===== config.mk =====
export PLATFORM = sky130hd
export DESIGN_NAME = timer_counter_n_flat
export DESIGN_NICKNAME = d
export VERILOG_FILES = /design/src/rtl/timer_counter_n_if.sv /design/src/rtl/timer_counter_n.sv /design/src/flat_wrapper.sv
export SDC_FILE = /design/constraint.sdc
export NUM_CORES = 1
export LEC_CHECK = 0
export CORE_MARGIN = 8
export CORE_UTILIZATION = 51
export CTS_BUF_LIST = sky130_fd_sc_hd__clkbuf_8
export DETAILED_ROUTE_END_ITERATION = 16
export PLACE_DENSITY = 0.89
export SYNTH_ARGS = -nofsm -noshare
export SYNTH_HDL_FRONTEND = slang
export SYNTH_SLANG_ARGS = --single-unit

===== constraint.sdc =====
create_clock -name clk -period 5.3 [get_ports clk]
set_clock_uncertainty 0.1 [all_clocks]
set_input_delay 1.325 -clock clk [delete_from_list [all_inputs] [get_ports clk]]
set_output_delay 1.325 -clock clk [all_outputs]
set_load 0.1 [all_outputs]

===== src/rtl/timer_counter_n_if.sv =====
// Control/status bundle between the prescaler/register block and timer_counter_n.
// clk_ena is a one-cycle qualifier rather than a valid/ready pair: every posedge with clk_ena=1 is one tick, no backpressure.
interface timer_counter_n_if #(
    parameter int unsigned WIDTH = 8
);
    logic             clk_ena;
    logic [WIDTH-1:0] start_counter;
    logic [WIDTH-1:0] cmp_val;
    logic             up_down;
    logic             load;
    logic             enable;
    logic [1:0]       mode;
    logic             clr_overflow;
    logic             clr_underflow;
    logic             clr_cmp;
    logic [2:0]       irq_mask;
    logic [WIDTH-1:0] cnt;
    logic             overflow;
    logic             underflow;
    logic             cmp_match;
    logic             running;
    logic             irq;

    modport master (
        output clk_ena, start_counter, cmp_val, up_down, load, enable, mode,
               clr_overflow, clr_underflow, clr_cmp, irq_mask,
        input  cnt, overflow, underflow, cmp_match, running, irq
    );

    modport slave (
        input  clk_ena, start_counter, cmp_val, up_down, load, enable, mode,
               clr_overflow, clr_underflow, clr_cmp, irq_mask,
        output cnt, overflow, underflow, cmp_match, running, irq
    );
endinterface


===== src/rtl/timer_counter_n.sv =====
// Generic-width up/down timer counter with free-run, auto-reload and one-shot modes,
// sticky overflow/underflow/compare flags and a masked, registered interrupt.
module timer_counter_n #(
    parameter int unsigned      WIDTH     = 8,
    parameter logic [WIDTH-1:0] RESET_VAL = '0
) (
    input logic               clk,
    input logic               rst,
    timer_counter_n_if.slave  bus
);
    typedef enum logic {
        RUN  = 1'b0,
        HALT = 1'b1
    } state_e;

    localparam logic [WIDTH-1:0] MAX_VAL = '1;

    state_e           state_q, state_d;
    logic [WIDTH-1:0] cnt_q, cnt_d;
    logic             ovf_q, ovf_d;
    logic             unf_q, unf_d;
    logic             cmp_q, cmp_d;
    logic             irq_q, irq_d;
    logic             ovf_set, unf_set, cmp_set;
    logic             terminal;

    always_ff @(posedge clk) begin
        if (rst) begin
            state_q <= RUN;
            cnt_q   <= RESET_VAL;
            ovf_q   <= 1'b0;
            unf_q   <= 1'b0;
            cmp_q   <= 1'b0;
            irq_q   <= 1'b0;
        end else begin
            state_q <= state_d;
            cnt_q   <= cnt_d;
            ovf_q   <= ovf_d;
            unf_q   <= unf_d;
            cmp_q   <= cmp_d;
            irq_q   <= irq_d;
        end
    end

    always_comb begin
        state_d  = state_q;
        cnt_d    = cnt_q;
        ovf_set  = 1'b0;
        unf_set  = 1'b0;
        cmp_set  = 1'b0;
        terminal = 1'b0;

        if (bus.load) begin
            // Load wins over any tick and never raises a flag.
            cnt_d   = bus.start_counter;
            state_d = RUN;
        end else if (bus.clk_ena && bus.enable && (state_q == RUN)) begin
            if (bus.up_down) begin
                terminal = (cnt_q == MAX_VAL);
                ovf_set  = terminal;
                cnt_d    = cnt_q + 1'b1;
            end else begin
                terminal = (cnt_q == '0);
                unf_set  = terminal;
                cnt_d    = cnt_q - 1'b1;
            end

            if (terminal) begin
                case (bus.mode)
                    2'b01: cnt_d = bus.start_counter;
                    2'b10: begin
                        cnt_d   = bus.start_counter;
                        state_d = HALT;
                    end
                    default: ;
                endcase
            end

            // Compare against the value actually landed on, i.e. after any reload.
            cmp_set = (cnt_d == bus.cmp_val);
        end

        ovf_d = ovf_set | (ovf_q & ~bus.clr_overflow);
        unf_d = unf_set | (unf_q & ~bus.clr_underflow);
        cmp_d = cmp_set | (cmp_q & ~bus.clr_cmp);
        irq_d = |({cmp_q, unf_q, ovf_q} & bus.irq_mask);
    end

    assign bus.cnt       = cnt_q;
    assign bus.overflow  = ovf_q;
    assign bus.underflow = unf_q;
    assign bus.cmp_match = cmp_q;
    assign bus.running   = (state_q == RUN);
    assign bus.irq       = irq_q;
endmodule


===== src/flat_wrapper.sv =====
// flat-port wrapper written by rule: the top's interface ports become plain ports
module timer_counter_n_flat 
#(
    parameter int unsigned      WIDTH     = 8,
    parameter logic [WIDTH-1:0] RESET_VAL = '0
)
  (clk, rst, bus_clk_ena, bus_start_counter, bus_cmp_val, bus_up_down, bus_load, bus_enable, bus_mode, bus_clr_overflow, bus_clr_underflow, bus_clr_cmp, bus_irq_mask, bus_cnt, bus_overflow, bus_underflow, bus_cmp_match, bus_running, bus_irq);
  timer_counter_n_if #(.WIDTH(WIDTH)) bus_i ();
  input logic clk;
  input logic rst;
  input wire logic [$bits(bus_i.clk_ena)-1:0] bus_clk_ena;
  input wire logic [$bits(bus_i.start_counter)-1:0] bus_start_counter;
  input wire logic [$bits(bus_i.cmp_val)-1:0] bus_cmp_val;
  input wire logic [$bits(bus_i.up_down)-1:0] bus_up_down;
  input wire logic [$bits(bus_i.load)-1:0] bus_load;
  input wire logic [$bits(bus_i.enable)-1:0] bus_enable;
  input wire logic [$bits(bus_i.mode)-1:0] bus_mode;
  input wire logic [$bits(bus_i.clr_overflow)-1:0] bus_clr_overflow;
  input wire logic [$bits(bus_i.clr_underflow)-1:0] bus_clr_underflow;
  input wire logic [$bits(bus_i.clr_cmp)-1:0] bus_clr_cmp;
  input wire logic [$bits(bus_i.irq_mask)-1:0] bus_irq_mask;
  output wire logic [$bits(bus_i.cnt)-1:0] bus_cnt;
  output wire logic [$bits(bus_i.overflow)-1:0] bus_overflow;
  output wire logic [$bits(bus_i.underflow)-1:0] bus_underflow;
  output wire logic [$bits(bus_i.cmp_match)-1:0] bus_cmp_match;
  output wire logic [$bits(bus_i.running)-1:0] bus_running;
  output wire logic [$bits(bus_i.irq)-1:0] bus_irq;
  assign bus_i.clk_ena = bus_clk_ena;
  assign bus_i.start_counter = bus_start_counter;
  assign bus_i.cmp_val = bus_cmp_val;
  assign bus_i.up_down = bus_up_down;
  assign bus_i.load = bus_load;
  assign bus_i.enable = bus_enable;
  assign bus_i.mode = bus_mode;
  assign bus_i.clr_overflow = bus_clr_overflow;
  assign bus_i.clr_underflow = bus_clr_underflow;
  assign bus_i.clr_cmp = bus_clr_cmp;
  assign bus_i.irq_mask = bus_irq_mask;
  assign bus_cnt = bus_i.cnt;
  assign bus_overflow = bus_i.overflow;
  assign bus_underflow = bus_i.underflow;
  assign bus_cmp_match = bus_i.cmp_match;
  assign bus_running = bus_i.running;
  assign bus_irq = bus_i.irq;
  timer_counter_n #(.WIDTH(WIDTH), .RESET_VAL(RESET_VAL)) u_core (.clk(clk), .rst(rst), .bus(bus_i));
endmodule

==> results of run 1 <==
[how the worst max path moves through the flow]
stage,cells after the start,slack [ns],start,to
floorplan,8,1.86,bus_mode[0],u_core.bus.cmp_match
global placement,10,1.14,bus_up_down,u_core.bus.cmp_match
detailed placement,10,1.03,bus_up_down,u_core.bus.cmp_match
CTS,10,1.30,bus_up_down,u_core.bus.cmp_match
global route,10,1.16,bus_up_down,u_core.bus.cmp_match
finish,10,1.27,bus_up_down,u_core.bus.cmp_match
[synthesized netlist by cell type, types with 2 or more instances]
master,number,share of area (%)
o22ai_1,6,3.0
nor3_1,5,2.0
nand2_1,10,3.0
inv_1,9,2.7
or3_1,4,2.0
a211oi_1,5,3.0
clkbuf_1,6,1.8
o21a_1,2,1.2
dfxtp_1,13,21
xor2_1,5,3.5
a21oi_1,12,4.8
ha_1,7,7.0
buf_6,4,3.6
mux2i_1,2,1.6
a31oi_1,4,2.0
a21o_1,3,1.8
xnor2_1,9,6.3
nor4_1,6,3.0
nor2_1,18,5.4
o21ai_0,5,2.0
nand3_1,7,2.8
nand2b_1,2,1.0
[kinds of logic after synthesis]
logic type | Yosys count
compound gates | 49
xor+xnor | 14
fa+ha+maj | 8
buf+inv | 19
flops | 13
mux | 2
simple gates | 60
[flip-flops by register name (all words and copies together), names as in the netlist]
register,cells
u_core.bus.cmp_match,1
u_core.bus.cnt,8
u_core.bus.irq,1
u_core.bus.overflow,1
u_core.bus.underflow,1
u_core.state_q,1
[critical path: stages]
cell and delay [ns]:
clkdlybuf4s50_1 0.60, inv_1 0.20, ha_1 0.37, or2_2 0.32, a21o_1 0.19, o2111a_1 0.13
or3_1 0.33, a2111oi_2 0.35, o2111ai_1 0.14, o22ai_1 0.13
[per-layer routing]
layer | routed length, microns | share of wire (%) | global-route usage, % | vias to the layer above
met3 | 450 | 11 | 8.163 | 14
met4 | 80 | 2.0 | 8.719 | 0
met2 | 1997 | 50 | 30.01 | 82
met5 | 0 | 0 | 0 | -
li1 | - | - | - | 680
met1 | 1481 | 37 | 22.50 | 648
[through the flow]
stage          hold slack [ns]  cell area [sq um]  setup WS (ns)  total power, uW  utilization, %
3_3_place_gp            0.3808               1645          1.143            280.2           68.28
4_1_cts                 0.3998               1690          1.295            376.5           70.15
2_1_floorplan           0.3861               1255          1.855            232.5               -
5_1_grt                 0.4327               1690          1.156            397.4           70.15
6_report                0.3934               1690          1.274            379.0           70.15
3_5_place_dp            0.3893               1645          1.031            284.5           68.28
[layout make-up]
class,instances,area (sq um),share of cell area [%]
Sequential cell,13,260.3,15.40
Inverter,9,33.78,1.999
Clock inverter,1,3.754,0.2221
Clock buffer,3,41.29,2.443
Tap cell,30,37.54,2.221
Timing Repair Buffer,42,420.4,24.87
Multi-Input combinational cell,133,893.4,52.85
[power by group through the flow]
stage	logic [uW]	registers, uW	clock network (uW)
after floorplan	88.1	144	0
after global placement	167	113	0
after detailed placement	171	113	0
after CTS	173	111	92.7
after global routing	187	113	97.8
final	175	112	92.7
==> results.yml, run 1 <==
synth:
  syn_inst: 165
  synth_top_family_by_area: "compound AO/OA/AOI/OAI gates"
  yosys_most_used_dff: "dfxtp_1"
  synth_area_sq_um: 1255
  synth_compound_area_share_pct: 26.92
  synthesis.nets: 203
  synth_xor_area_share_pct: 9.771
  post_synth.cell_area_avg_sq_um: 7.606
  ys_seq_elements: 13
  synth-simple-area-share_pct: 24.33
  synth.distinct_cells: 43
  yosys.area_share.adder_pct: 8.574
  synth_edf_count: 0
  synthArstFlopShare_pct: 0
  synth_seq_area_share_pct: 20.74
  ys_warn_count: 0
  synthMuxAreaShare_pct: 1.595
sta:
  hold_viol: 0
  report.final.slew_viol_count: 0
  finalCritPeriodShare_pct: 75.96
  fmax_mhz: 248.4
  setup-violations-final: 0
  worst_slew_pin_slew_ns: 0.9885
  rsz0062_at_grt: "no"
  setup_tns_ns: 0
  slew_headroom_pct: 33.90
  post-route-min-period_ns: 4.026
global_routing:
  grt_pass1_wl_mm: 6.582
  grt-ovfl-total: 0
  grt_max_degree: 18
  grt_use_total_pct: 19.30
  antenna_found_initial: 0
  grt_pass1_vias: 1407
setup_path:
  crit_fanout: 6
  rr_startpoint: "u_core.bus.cnt[0]"
  cp_data_arrival_time_ns: 4.10
  startpoint_type: "input pin"
  reg2reg_slack_ns: 2.76
  r2r_end: "u_core.bus.cnt[6]"
  required_ns: 5.38
  worstSetupEndpointType: "flip-flop"
  path_class: "in2reg"
  reg2regPathDepth: 9
floorplanning:
  io_pins: 43
  coreArea_sq_um: 2410
  num_rows: 18
  die_area_sq_um: 4304
  start_util_pct: 52.08
  dieWidth_microns: 65.61
  die_h_microns: 65.61
layout:
  final_common_cell: "clkdlybuf4s50_1"
  layout_common_cells: "clkdlybuf4s50_1, nor2_1, dfxtp_1, a21oi_1"
  drive_gt1_share_pct: 4.975
  diodes: 0
  final_cell_count_no_fill: 231
  area_growth_pct: 34.70
  fillerInstances: 182
  final_nets: 240
clock_tree:
  clockBufferDepth: 2
  clock-root-buffer: "clkbuf_8"
  cts_resized: 0
  cts_hold_buf: 0
  cts_inserted_buffers: 3
  clk_pin_slew_ns: 0.06
  clkLatencyLatePin_ns: 0.25
  post-cts-setup-buffers: 0
  cts_sinks: 13
  cts_tree: "built"
  cts.htree.levels: 1
route:
  drc: 0
  drt_iter0_drc: 170
  wirelength_mm: 4.009
  wl_per_cell_microns: 17.35
  first_pass_iters: 5
  vias_per_cell: 6.165
  postRouteAntennaNets: 0
  via_count: 1424
pwr:
  peakVddDrop_uv: 197.1
  clockPowerShare_pct: 24.5
  p_leak_uw: 0.0006394
  power_per_cell_area_nw_per_um2: 224.2
  combPwrFrac_pct: 46.1
  seqPwrFrac_pct: 29.5
  p_sw_uw: 154.3
  intPower_uw: 224.8
  swShare_pct: 40.70
place:
  post-place-cells: 227
  port_buffers: 42
  hpwl_mm: 3.073
  gp_congestion: 0.9435
min_path:
  hold-path-cell-count: 2
  worst_hold_path_type: "reg2reg"
  hp-start: "u_core.bus.underflow"
  hold_end: "u_core.bus.underflow"
run_status:
  status: "finished clean"
flow_run:
  maxCapViolCount: 0
No activity file was read; power rests on OpenSTA's default activity.
==> run 2, diff against run 1 <==
Settings changed: CORE_UTILIZATION 51 to 42, PLACE_DENSITY 0.89 to 0.78.
Clock period 5.3 ns to 3.3 ns, I/O delays scaled along.
==> run 2 against run 1 <==
Net effect:
- sequential power increased by 61%
- critical path depth decreased by 1
- via count increased by 4.3%
- wire length increased by 8.1%
- hold slack improved by 0.0068 ns
- global-route usage decreased by 2.3 points
- combinational power increased by 78%
- register-to-register slack got worse by 2.1 ns
- critical path type unchanged
==> results.yml, run 2 (same netlist as run 1, synthesis figures left out) <==
run_status:
  status: "finished clean"
setup_path:
  crit_fanout: 4
  crit_path_max_incr_delay_ns: 0.49
  path_buf_inv: 2
  reg2regPathDepth: 9
  cp_slowest_cell: "clkdlybuf4s50_1"
  reg2reg_slack_ns: 0.71
  cp_data_arrival_time_ns: 3.29
  path_class: "in2reg"
  rr_startpoint: "u_core.bus.cnt[0]"
  crit_family: "compound AO/OA/AOI/OAI gates"
  worstSetupEndpointType: "flip-flop"
  r2r_end: "u_core.bus.cnt[6]"
  path_cells: "clkdlybuf4s50_1 -> buf_4 -> nand4_2 -> or3_1 -> a211oi_2 -> o21ai_0 -> a2111oi_4 -> o2111ai_2 -> o22ai_1"
  crit_cells: 9
  required_ns: 3.38
  startpoint_type: "input pin"
sta:
  hold_viol: 0
  setup_tns_ns: 0
  worst_slew_pin_slew_ns: 0.5564
  post-route-min-period_ns: 3.217
  finalCritPeriodShare_pct: 97.48
  report.final.slew_viol_count: 0
  fmax_mhz: 310.9
  setup-violations-final: 0
  slew_headroom_pct: 62.91
  setup_slack_ns: 0.08302
layout:
  fin_util_pct: 62.84
  area_growth_pct: 47.86
  drive_gt1_share_pct: 22.07
  fin_area_sq_um: 1856
  largest_register_ff_count: 8
  diodes: 0
  final_common_cell: "buf_4"
  final_cell_count_no_fill: 255
  layout_common_cells: "buf_4, clkdlybuf4s50_1, nor2_1, dfxtp_1, a21oi_1"
  final_nets: 261
  fillerInstances: 266
floorplanning:
  coreArea_sq_um: 2953
  io_pins: 43
  die_h_microns: 70.66
  die_area_sq_um: 4993
  num_rows: 20
  start_util_pct: 42.50
  dieWidth_microns: 70.66
route:
  highest_layer: "met4"
  vias_per_cell: 5.824
  wirelength_mm: 4.332
  drc: 0
  met3_wirelength_microns: 361
  first_pass_iters: 4
  via_count: 1485
  wl_met2_mm: 2.159
  postRouteAntennaNets: 0
  drt_iter0_drc: 91
  m1WireLength_mm: 1.711
  wl_per_cell_microns: 16.99
flow_run:
  maxCapViolCount: 0
clock_tree:
  cts_sinks: 13
  clkLatencyLatePin_ns: 0.25
  cts_tree: "built"
  cts_hold_buf: 0
  clk_pin_slew_ns: 0.06
  clockBufferDepth: 2
  clock-root-buffer: "clkbuf_8"
  cts_inserted_buffers: 3
  cts.htree.levels: 1
place:
  dp_slack_ns: -0.2003
  gp_congestion: 0.9290
  dpl_cell_area_sq_um: 1774
  post-place-cells: 251
  hpwl_mm: 3.313
  port_buffers: 42
pwr:
  p_leak_uw: 0.0007684
  peakVddDrop_uv: 252.7
  power_per_cell_area_nw_per_um2: 343.7
min_path:
  hold_end: "u_core.bus.underflow"
  worst_hold_path_type: "reg2reg"
  hp-start: "u_core.bus.underflow"
  hold-path-cell-count: 2
global_routing:
  grt_pass1_vias: 1502
  grt_max_degree: 17
  antenna_found_initial: 0
  grt_pass1_wl_mm: 7.017
  grt-ovfl-total: 0
  grt_use_total_pct: 17.03
## run 2: cell types whose count changed in the layout (fill, tap and decap cells not counted), sizes merged
| cell | previous run | this run |
|---|---|---|
| clkdlybuf4s50 | 42 | 29 |
| buf | 0 | 34 |
## run 2: stage by stage
stage / total power (uW) / hold WS (ns)
floorplan: 373.5 / 0.3861
global placement: 472.0 / 0.3841
detailed placement: 479.6 / 0.3943
CTS: 624.4 / 0.4025
global route: 669.9 / 0.4424
finish: 637.8 / 0.4002
## run 2: how the worst max path moves through the flow
| stage | startpoint | to |
|---|---|---|
| 6_report | bus_up_down | u_core.bus.cmp_match |
| 5_1_grt | bus_up_down | u_core.bus.cmp_match |
| 4_1_cts | bus_up_down | u_core.bus.cnt[7] |
| 3_5_place_dp | bus_up_down | u_core.bus.cnt[7] |
| 3_3_place_gp | bus_mode[0] | u_core.bus.cmp_match |
| 2_1_floorplan | u_core.bus.cnt[2] | u_core.bus.cmp_match |
## run 2: layout make-up
cell class / instances / area, sq um / area share, %
Timing Repair Buffer: 63 / 545.5 / 29.40
Sequential cell: 13 / 260.3 / 14.03
Inverter: 9 / 33.78 / 1.821
Tap cell: 33 / 41.29 / 2.225
Multi-Input combinational cell: 133 / 929.6 / 50.10
Clock inverter: 1 / 3.754 / 0.2023
Clock buffer: 3 / 41.29 / 2.225
## run 2: where the power goes
| group | internal (uW) | switching [uW] | total, uW |
|---|---|---|---|
| registers | 165 | 14.7 | 180 |
| logic | 133 | 180 | 312 |
| clock network | 82.4 | 63.7 | 146 |
## run 2: tightest hold or removal path: stages (launching register included)
cell and delay (ns):
dfxtp_1 0.32, nand2b_1 0.07, a21oi_1 0.06
## run 2: timing repair
action / CTS / global route
buffers inserted: 0 / 0
gates resized for setup: 0 / 6
endpoints found under the hold margin: 0 / 0
endpoints found under the setup margin: 0 / 2
## run 2: metal layers
layer,GRT usage (%),vias to the layer above
met5,0,-
met2,29.18,73
met4,6.236,0
met1,19.46,673
li1,-,729
met3,4.944,10
==> variant (flow settings as in run 2) <==
`WIDTH` is set to 8 in 3 places; all go to 7.
--- a/src/rtl/timer_counter_n_if.sv
+++ b/src/rtl/timer_counter_n_if.sv
@@ -1,7 +1,7 @@
 // Control/status bundle between the prescaler/register block and timer_counter_n.
 // clk_ena is a one-cycle qualifier rather than a valid/ready pair: every posedge with clk_ena=1 is one tick, no backpressure.
 interface timer_counter_n_if #(
-    parameter int unsigned WIDTH = 8
+    parameter int unsigned WIDTH = 7
 );
     logic             clk_ena;
     logic [WIDTH-1:0] start_counter;
--- a/src/rtl/timer_counter_n.sv
+++ b/src/rtl/timer_counter_n.sv
@@ -1,7 +1,7 @@
 // Generic-width up/down timer counter with free-run, auto-reload and one-shot modes,
 // sticky overflow/underflow/compare flags and a masked, registered interrupt.
 module timer_counter_n #(
-    parameter int unsigned      WIDTH     = 8,
+    parameter int unsigned      WIDTH     = 7,
     parameter logic [WIDTH-1:0] RESET_VAL = '0
 ) (
     input logic               clk,
--- a/src/flat_wrapper.sv
+++ b/src/flat_wrapper.sv
@@ -1,7 +1,7 @@
 // flat-port wrapper written by rule: the top's interface ports become plain ports
 module timer_counter_n_flat 
 #(
-    parameter int unsigned      WIDTH     = 8,
+    parameter int unsigned      WIDTH     = 7,
     parameter logic [WIDTH-1:0] RESET_VAL = '0
 )
   (clk, rst, bus_clk_ena, bus_start_counter, bus_cmp_val, bus_up_down, bus_load, bus_enable, bus_mode, bus_clr_overflow, bus_clr_underflow, bus_clr_cmp, bus_irq_mask, bus_cnt, bus_overflow, bus_underflow, bus_cmp_match, bus_running, bus_irq);
Interface: changed (resized bus_cmp_val, bus_cnt and bus_start_counter); port bits go from 43 to 40. The function was not compared with the original's and may differ.
==> variant against run 2 <==
  * Routed wire length is 10% lower
  * Setup slack better by 0.086 ns
  * Non-clock buffer count is 12 lower
  * Maximum frequency is 2.7% higher
  * Synthesized area is 7.3% lower
  * Sequential power is 9% lower
  * Final area is 10% lower
  * Total power is 4.8% lower
  * Clock power is 16% higher
  * Core utilization is 0.66 points lower
  * Sequential cell count is 1 lower
  * Largest cell class unchanged
  * Largest power group unchanged
==> variant: results (changes against run 2) <==
Setup path
  – Slowest stage delay, CP: 0.47 ns (-0.02 ns)
  – Critical-path top delay cell: clkdlybuf4s50_1
  – CP Max Fanout: 4 (unchanged)
  – Critical path arrival: 3.19 ns (-0.10 ns)
  – Cell family contributing the most delay on the critical path: compound AO/OA/AOI/OAI gates

Synth
  – Distinct cells, synth: 51 (+19%)
  – Commonest cells in the netlist: 18 x nor2_1, 12 x dfxtp_1, 12 x nand2_1, 10 x a21oi_1
  – FFs w/ async S/R, synth: 0% (unchanged)
  – Register area share after synthesis: 20.6% (-0.093 points)
  – Synth Warn #: 0 (unchanged)
  – Mapped Cells: 154 (-6.7%)
  – Top FF cell, synth: dfxtp_1
  – Synth area leaders: dfxtp_1 21%, ha_1 6.5%, nor2_1 5.8%
  – Post-synthesis net count: 189 (-6.9%)

Clock tree
  – Post-CTS setup buffer count: 0 (unchanged)
  – Clock latency on the worst-skew pair: 0.25 ns (about the same)
  – TritonCTS Buffers: 3 (unchanged)
  – Largest buffer count on any clock path: 2 (unchanged)
  – H-tree levels: 1 (unchanged)
  – Clock root buffer: clkbuf_8
  – Clk slew on worst S/H paths: 0.06 ns (about the same)

Route
  – Initial DRC Count: 129 (+42%)
  – Total Wirelength: 3890 µm (-10%)
  – Avg WL per Cell: 16.7 µm (-1.8%)
  – 1st-pass router iterations: 4 (unchanged)
  – Vias/cell: 5.77 (-0.88%)

Status
  – Status: complete, no violations

Cells and area
  – Layout Nets: 238 (-8.8%)
  – Share of post-route cells with drive strength above 1: 18.8% (-3.3 points)
  – Inserted Diodes: 0 (unchanged)
  – Max FFs per register: 7 (-1)

GRT
  – Initial antenna violation count: 0 (unchanged)
  – Vias in the first global route: 1362 (-9.3%)
  – Largest net degree at the start of global routing: 14 (-3)
  – GRT Total Usage: 17.3% (+0.31 points)
  – First-pass GRT wire length: 6330 µm (-9.7%)

Power
  – Max IR drop VDD: 0.000270 V (+7.0%)
  – Leakage power total: 0.688 nW (-10%)
  – Internal power component: 375 µW (-1.4%)

Placement
  – Port Buf Inserts: 39 (-7.1%)
  – Pre-CTS WS: -0.146 ns (+0.0539 ns)
  – Detail Placement HPWL: 3120 µm (-5.9%)
  – Placed cells: 229 (-8.8%)
  – Placed inst area: 0.00161 mm² (-9.2%)
  – Global placer's final weighted congestion: 0.895 (-3.6%)

Die
  – Row count: 19 (-5.0%)

Timing
  – Slew @ Worst Pin: 0.638 ns (+0.0812 ns)

Min path
  – Min-delay worst type: reg2reg
==> variant: cell types whose count changed after synthesis, sizes merged, moves of 4 or more <==
cell	delta
xnor2	-6
nand3	-4
nor3	+4
o22ai	-4
or3	-4
==> variant: final timing paths <==
check,from,end,slack (ns),cells past startpoint
setup / recovery,bus_up_down,u_core.bus.cmp_match$_SDFF_PP0_,0.17,10
hold reg to reg,u_core.bus.cmp_match$_SDFF_PP0_,u_core.bus.cmp_match$_SDFF_PP0_,0.41,2
hold / removal,u_core.bus.cmp_match$_SDFF_PP0_,u_core.bus.cmp_match$_SDFF_PP0_,0.41,2
setup reg to reg,u_core.bus.cnt[0]$_SDFFE_PP0P_,u_core.bus.cmp_match$_SDFF_PP0_,0.81,10
==> variant: power by group through the flow <==
stage | clock network (mW) | registers, mW | logic [mW]
6_report | 0.170 | 0.164 | 0.273
4_1_cts | 0.172 | 0.164 | 0.271
3_3_place_gp | 0 | 0.167 | 0.262
5_1_grt | 0.176 | 0.165 | 0.296
2_1_floorplan | 0 | 0.216 | 0.126
3_5_place_dp | 0 | 0.167 | 0.270
==> variant: cell families (layout without fill, tap and decap cells) <==
group | count (synthesis) | after routing | share of synthesized area, %
AOI/OAI and AO/OA | 45 | 45 | 27.4
and+or+nand+nor | 61 | 61 | 26.6
buffers and inverters | 17 | 65 | 6.88
muxes | 1 | 1 | 0.860
adders and majority gates | 7 | 7 | 8.17
xor gates and xnor gates | 11 | 11 | 9.46
DFF | 12 | 12 | 20.6
==> variant: tightest hold or removal path, delay by kind of cell, from the launching register on <==
family / cells / cell delay [ns]
AOI/OAI and AO/OA: 1 / 0.07
buffers and inverters: 1 / 0.06
DFF: 1 / 0.33
==> variant: per-layer routing <==
metal  global-route usage, %  wire length (µm)  share of wire, %  vias to the layer above
li1                        -                 -                 -                      672
met1                    19.8              1560                40                      618
met2                    28.8              1850                48                       46
met3                    3.39               341               8.8                        9
met4                    11.3               126               3.2                        0
met5                       0                 0                 0                        -
==> variant: area by class of cell <==
| type | instances | area (µm²) |
|---|---|---|
| clock buffers | 4 | 55.1 |
| well taps | 31 | 38.8 |
| fillers | 245 | 1020 |
| repair buffers | 51 | 450 |
| flip-flops and latches | 12 | 240 |
| inverters | 10 | 37.5 |
| multi-input cells | 125 | 848 |
==> variant: repair_timing <==
action | 4_1_cts | 5_1_grt
setup endpoints to repair | 0 | 1
hold endpoints to repair | 0 | 0
resized for setup | 0 | 2
